[src/rtl/pong_match_controller.sv]
// Per-frame Pong match sequencer: ball motion, paddle bounces, scoring and the
// serve / game-over flow. Physics advances only on frame_tick.
module pong_match_controller #(
  parameter int SCREEN_W    = 640,
  parameter int SCREEN_H    = 480,
  parameter int BALL_SIZE   = 8,
  parameter int PADDLE_H    = 80,
  parameter int PADDLE_X1   = 32,
  parameter int PADDLE_X2   = 608,
  parameter int STEP        = 4,
  parameter int SERVE_DELAY = 60,
  parameter int WIN_SCORE   = 7
) (
  input  logic        clock,
  input  logic        reset_n,
  input  logic        frame_tick,
  input  logic        start,
  input  logic [10:0] p1_y,
  input  logic [10:0] p2_y,
  output logic [10:0] ball_x,
  output logic [10:0] ball_y,
  output logic [3:0]  score1,
  output logic [3:0]  score2,
  output logic [2:0]  state,
  output logic [1:0]  winner,
  output logic        hit
);
  typedef enum logic [2:0] {
    S_IDLE     = 3'd0,
    S_SERVE    = 3'd1,
    S_PLAY     = 3'd2,
    S_POINT    = 3'd3,
    S_GAMEOVER = 3'd4
  } state_t;

  localparam int CW = $clog2(SERVE_DELAY + 1);
  localparam logic [10:0]   CENTER_X  = 11'(SCREEN_W / 2 - BALL_SIZE / 2);
  localparam logic [10:0]   CENTER_Y  = 11'(SCREEN_H / 2 - BALL_SIZE / 2);
  localparam logic [10:0]   STEP_11   = 11'(STEP);
  localparam logic [10:0]   Y_MAX_11  = 11'(SCREEN_H - BALL_SIZE);
  localparam logic [10:0]   X2_BOUNCE = 11'(PADDLE_X2 - BALL_SIZE - 1);
  localparam logic [10:0]   X1_BOUNCE = 11'(PADDLE_X1 + 1);
  localparam logic [11:0]   STEP_12   = 12'(STEP);
  localparam logic [11:0]   BALL_12   = 12'(BALL_SIZE);
  localparam logic [11:0]   PAD_H_12  = 12'(PADDLE_H);
  localparam logic [11:0]   X1_12     = 12'(PADDLE_X1);
  localparam logic [11:0]   X2_12     = 12'(PADDLE_X2);
  localparam logic [11:0]   W_12      = 12'(SCREEN_W);
  localparam logic [11:0]   Y_MAX_12  = 12'(SCREEN_H - BALL_SIZE);
  localparam logic [CW-1:0] DELAY_C   = CW'(SERVE_DELAY);
  localparam logic [3:0]    WIN_C     = 4'(WIN_SCORE);

  state_t        state_q, state_d;
  logic [10:0]   x_q, x_d, y_q, y_d;
  logic          dx_q, dx_d, dy_q, dy_d;          // dx 1 = right, dy 1 = down
  logic          serve_dy_q, serve_dy_d;
  logic [CW-1:0] cnt_q, cnt_d;
  logic [3:0]    s1_q, s1_d, s2_q, s2_d;
  logic [1:0]    win_q, win_d;
  logic          hit_q, hit_d;
  logic          scorer_q, scorer_d;              // 0 = P1, 1 = P2

  // Widened to 12 bits so sums near the screen edge cannot wrap.
  logic [11:0] bx, by, py1, py2;
  logic        ov1, ov2, front_r, front_l;
  assign bx      = {1'b0, x_q};
  assign by      = {1'b0, y_q};
  assign py1     = {1'b0, p1_y};
  assign py2     = {1'b0, p2_y};
  assign ov1     = (by + BALL_12 > py1) && (by < py1 + PAD_H_12);
  assign ov2     = (by + BALL_12 > py2) && (by < py2 + PAD_H_12);
  assign front_r = (bx + BALL_12 <= X2_12) && (bx + BALL_12 + STEP_12 >= X2_12);
  assign front_l = (bx > X1_12) && (bx <= X1_12 + STEP_12);

  logic [10:0] nx, ny;
  logic        ndx, ndy, bounce, miss;

  always_comb begin
    nx     = x_q;
    ny     = y_q;
    ndx    = dx_q;
    ndy    = dy_q;
    bounce = 1'b0;
    miss   = 1'b0;
    if (dy_q) begin
      if (by + STEP_12 > Y_MAX_12) begin
        ny  = Y_MAX_11;
        ndy = 1'b0;
      end else ny = y_q + STEP_11;
    end else if (by < STEP_12) begin
      ny  = '0;
      ndy = 1'b1;
    end else ny = y_q - STEP_11;
    if (dx_q) begin
      if (front_r && ov2) begin
        nx     = X2_BOUNCE;
        ndx    = 1'b0;
        bounce = 1'b1;
      end else if (bx + BALL_12 + STEP_12 > W_12) miss = 1'b1;
      else nx = x_q + STEP_11;
    end else begin
      if (front_l && ov1) begin
        nx     = X1_BOUNCE;
        ndx    = 1'b1;
        bounce = 1'b1;
      end else if (bx < STEP_12) miss = 1'b1;
      else nx = x_q - STEP_11;
    end
  end

  logic [CW-1:0] cnt_inc;
  logic [3:0]    score_inc;
  assign cnt_inc   = cnt_q + CW'(1);
  assign score_inc = (scorer_q ? s2_q : s1_q) + 4'd1;

  always_comb begin
    state_d    = state_q;
    x_d        = x_q;
    y_d        = y_q;
    dx_d       = dx_q;
    dy_d       = dy_q;
    serve_dy_d = serve_dy_q;
    cnt_d      = cnt_q;
    s1_d       = s1_q;
    s2_d       = s2_q;
    win_d      = win_q;
    hit_d      = 1'b0;
    scorer_d   = scorer_q;
    case (state_q)
      S_IDLE, S_GAMEOVER: begin
        if (start) begin
          state_d    = S_SERVE;
          x_d        = CENTER_X;
          y_d        = CENTER_Y;
          cnt_d      = '0;
          dx_d       = 1'b1;
          dy_d       = 1'b1;
          serve_dy_d = 1'b1;
          s1_d       = '0;
          s2_d       = '0;
          win_d      = '0;
        end
      end
      S_SERVE: begin
        if (frame_tick) begin
          cnt_d = cnt_inc;
          if (cnt_inc == DELAY_C) state_d = S_PLAY;
        end
      end
      S_PLAY: begin
        if (frame_tick) begin
          if (miss) begin
            state_d  = S_POINT;
            scorer_d = ~dx_q;
          end else begin
            x_d   = nx;
            y_d   = ny;
            dx_d  = ndx;
            dy_d  = ndy;
            hit_d = bounce;
          end
        end
      end
      S_POINT: begin
        if (scorer_q) s2_d = score_inc;
        else          s1_d = score_inc;
        if (score_inc == WIN_C) begin
          state_d = S_GAMEOVER;
          win_d   = scorer_q ? 2'd2 : 2'd1;
        end else begin
          // Serve toward the player who just lost the point, alternating dy.
          state_d    = S_SERVE;
          x_d        = CENTER_X;
          y_d        = CENTER_Y;
          cnt_d      = '0;
          dx_d       = ~scorer_q;
          serve_dy_d = ~serve_dy_q;
          dy_d       = ~serve_dy_q;
        end
      end
      default: state_d = S_IDLE;
    endcase
  end

  always_ff @(posedge clock or negedge reset_n) begin
    if (!reset_n) begin
      state_q    <= S_IDLE;
      x_q        <= CENTER_X;
      y_q        <= CENTER_Y;
      dx_q       <= 1'b1;
      dy_q       <= 1'b1;
      serve_dy_q <= 1'b1;
      cnt_q      <= '0;
      s1_q       <= '0;
      s2_q       <= '0;
      win_q      <= '0;
      hit_q      <= 1'b0;
      scorer_q   <= 1'b0;
    end else begin
      state_q    <= state_d;
      x_q        <= x_d;
      y_q        <= y_d;
      dx_q       <= dx_d;
      dy_q       <= dy_d;
      serve_dy_q <= serve_dy_d;
      cnt_q      <= cnt_d;
      s1_q       <= s1_d;
      s2_q       <= s2_d;
      win_q      <= win_d;
      hit_q      <= hit_d;
      scorer_q   <= scorer_d;
    end
  end

  assign ball_x = x_q;
  assign ball_y = y_q;
  assign score1 = s1_q;
  assign score2 = s2_q;
  assign state  = state_q;
  assign winner = win_q;
  assign hit    = hit_q;
endmodule
[config.mk]
export PLATFORM = sky130hd
export DESIGN_NAME = pong_match_controller
export DESIGN_NICKNAME = d
export VERILOG_FILES = /design/src/rtl/pong_match_controller.sv
export SDC_FILE = /design/constraint.sdc
export NUM_CORES = 1
export LEC_CHECK = 0
export CAP_MARGIN = 20
export CORE_MARGIN = 2
export CORE_UTILIZATION = 52
export DETAILED_ROUTE_END_ITERATION = 6
export GPL_ROUTABILITY_DRIVEN = 0
export GPL_TIMING_DRIVEN = 0
export PLACE_DENSITY = 0.78
export SYNTH_ARGS = -nofsm -noshare
export SYNTH_HDL_FRONTEND = slang
export SYNTH_SLANG_ARGS = --single-unit
[constraint.sdc]
create_clock -name clock -period 3.93 [get_ports clock]
set_clock_uncertainty 0.15 [all_clocks]
set_input_delay 0.5895 -clock clock [delete_from_list [all_inputs] [get_ports clock]]
set_output_delay 0.5895 -clock clock [all_outputs]
set_load 0.005 [all_outputs]
==> run metrics <==
fin worst setup slack=99.80 ps; Total Routed Length=14,890 um; Seq cells post-synth=44; Syn Inst Count=640; Final HPWL DP=11,140 um; Critical Path Fanout Max=10; Most used DFF post-synth=dfrtp_1; Max-Cap Viols=0; crit path time final=3830 ps; vias=5,399; Synth top area share=0.1523; I/O Buffers=59; ANT cells=0; Antenna Nets Post-Route=0; CTS tree=done; count of yosys warnings during synthesis=0; # clock sinks=44; nets@finish=791; initial antenna violation count=0; Post-synth ARST share=1.000; FMAX=0.2611 GHz; Post-synth top cells=nand2_1, ha_1, nand3_1, o21ai_0, inv_1; Cell Pwr Density=176.5 nW/um2; failing checks=negative hold slack; root buffer cell=clkbuf_8; Post-synth EDFFs=0; Avg Cell Area, Syn=7.959 um2; CP Cell Sequence=ha_2 > nand2_1 > nor2_2 > xor2_2 > ha_1 > nand3_1 > or3_1 > o2111ai_1 > o211ai_1 > nor3_4 > a221oi_4 > o21ai_2 > buf_6 > mux2_4; vias in the first global route=5,041; Post-route DRC=0; slew margin rel.=0.5475; setup TNS=0 ps; num rows=36; slowest library cell on the worst path=dfstp_2; Fin. Hold Viols=1; critical path's largest stage delay=610 ps; Crit. End Element=register; Seq/Total Area, Yosys=0.2194; Initial Util=0.5284; worst-case vdd ir drop=0.0002348 V; Mapped Area=5094 um2; outcome=complete, but fails checks; CTS H-tree depth=2; share of cells above drive strength 1=0.1122; Slew Viols, Final=0; grt total ovfl=0; first-pass GRT wire length=24,260 um; Leak Pwr=2.627 nW; Iteration-0 DRC Markers=546; final worst-path cycle share=0.9746; Die X-Extent=103.0 um; worst slack, placed=-863.9 ps; largest net degree at the start of global routing=35; Tot GR Track Use=0.2839; area leader, netlist=dfrtp_1; Die ar.=10,600 um2; worst skew pair latency=310 ps; Inserted Clock Buffers=5; final setup fails=0; Die Y=103.0 um; Worst-Margin Slew=669.3 ps; critical path class=register to register; Critical Path RT=4010 ps; Startpoint Class=register; Unique masters post-synth=78; post-DR vias/cell=6.382; num ports=62; core area=9639 um2; Layout area overhead=20.36%; synth top area cells=dfrtp_1, ha_1, dfstp_2; per-cell routed wire length=17.60 um; DRT Pass-1 Iters=5; Max clock buf depth=2; count leader, synth=nand2_1; clock slew at reported path FFs=100 ps; CP arrival=3910 ps; Hold Path Class=input port to asynchronous set/reset pin; hold slack final=-6.941 ps
[cell usage in the layout, fill, tap and decap left out, types with 7 or more instances in the layout]
cell type | synthesis | layout
clkdlybuf4s50_1 | 0 | 58
o211ai_1 | 8 | 8
dfrtp_1 | 31 | 30
o21ai_0 | 45 | 43
clkbuf_8 | 0 | 7
o31ai_1 | 8 | 8
dfstp_2 | 13 | 12
inv_1 | 41 | 41
nand3_1 | 46 | 46
mux2i_1 | 8 | 8
nand2_1 | 56 | 56
or3_1 | 9 | 9
nor4_1 | 7 | 7
nor2b_1 | 9 | 9
a21o_1 | 11 | 11
a21oi_1 | 33 | 33
and3_1 | 9 | 9
nor3_1 | 20 | 18
nor4b_1 | 7 | 7
xor2_1 | 10 | 8
xnor2_1 | 22 | 22
ha_1 | 53 | 52
buf_4 | 3 | 9
clkbuf_1 | 19 | 11
nand4_1 | 10 | 10
nor2_1 | 36 | 35
[flip-flops by register name (all words and copies together), names as in the netlist]
signal	cells
hit	1
dy_q	1
cnt_q	6
winner	2
ball_x	11
state	3
serve_dy_q	1
scorer_q	1
score2	4
score1	4
dx_q	1
ball_y	9
[kinds of logic (layout without fill, tap and decap cells)]
| family | after synthesis | after routing | share of synthesized area |
|---|---|---|---|
| XOR/XNOR | 34 | 34 | 0.06141 |
| other | 1 | 2 | 0.0007362 |
| AND/OR/NAND/NOR | 238 | 238 | 0.2415 |
| adder cells (fa/ha/maj) | 53 | 53 | 0.1302 |
| flip-flops | 44 | 44 | 0.2194 |
| multiplexers | 14 | 14 | 0.03193 |
| buffers and inverters | 73 | 145 | 0.06116 |
| AO/OA/AOI/OAI | 183 | 183 | 0.2538 |
[through the flow]
stage          total power, mW  instances  utilization  hold WS, ps  area (um2)
5_1_grt                  1.137        846       0.6360        8.637        6131
2_1_floorplan           0.6219        641            -        143.9        5097
4_1_cts                  1.086        840       0.6272       0.3960        6046
6_report                 1.082        846       0.6360       -6.941        6131
3_3_place_gp            0.6863        833       0.6073        343.6        5854
3_5_place_dp            0.7005        834       0.6089        335.2        5869
[report_power, final]
group | leakage (nW) | switching [mW] | internal (mW)
logic | 2.04 | 0.105 | 0.0932
registers | 0.519 | 0.0218 | 0.477
clock network | 0.0645 | 0.160 | 0.224
total | 2.63 | 0.287 | 0.795
[worst max-delay path: cells and delay by family (launching register included)]
| kind | cells | cell delay (ps) |
|---|---|---|
| buf+inv | 1 | 200 |
| mux | 1 | 310 |
| simple gates | 5 | 1080 |
| flops | 1 | 610 |
| fa+ha+maj | 2 | 590 |
| compound gates | 4 | 710 |
| xor+xnor | 1 | 110 |
[worst paths after layout]
kind                       startpoint  depth (start not counted)        end  slack [ps]
hold reg to reg              cnt_q[3]                          1   cnt_q[3]         370
max in group asynchronous     reset_n                          2       dy_q        3090
hold / removal                reset_n                          1  ball_x[6]          -7
min in group clock           cnt_q[3]                          1   cnt_q[3]         370
setup / recovery            ball_y[3]                         14  ball_y[3]         100
setup reg to reg            ball_y[3]                         14  ball_y[3]         100
[routing by layer]
layer  routed length (um)  vias to the layer above  GRT usage
li1                     -                     2499          -
met1                 6174                     2549     0.3776
met2                 7069                      305     0.4720
met3                 1215                       46    0.04203
met4                  433                        0    0.09818
met5                    0                        -          0
[final cells by class]
class                           count  area, um2
Clock buffer                        7      96.34
Multi-Input combinational cell    524       3735
Tap cell                          133      166.4
Buffer                             28      152.6
Sequential cell                    44       1122
Clock inverter                      1      30.03
Fill cell                         855       3508
Timing Repair Buffer               67      670.6
Inverter                           42      157.7
[what timing repair did]
action,in CTS,in global routing
pin swaps,1,3
buffers inserted,1,6
gates resized for setup,14,12
hold buffers,0,0
endpoints found under the setup margin,25,23
(Power assumes the default switching activity.)
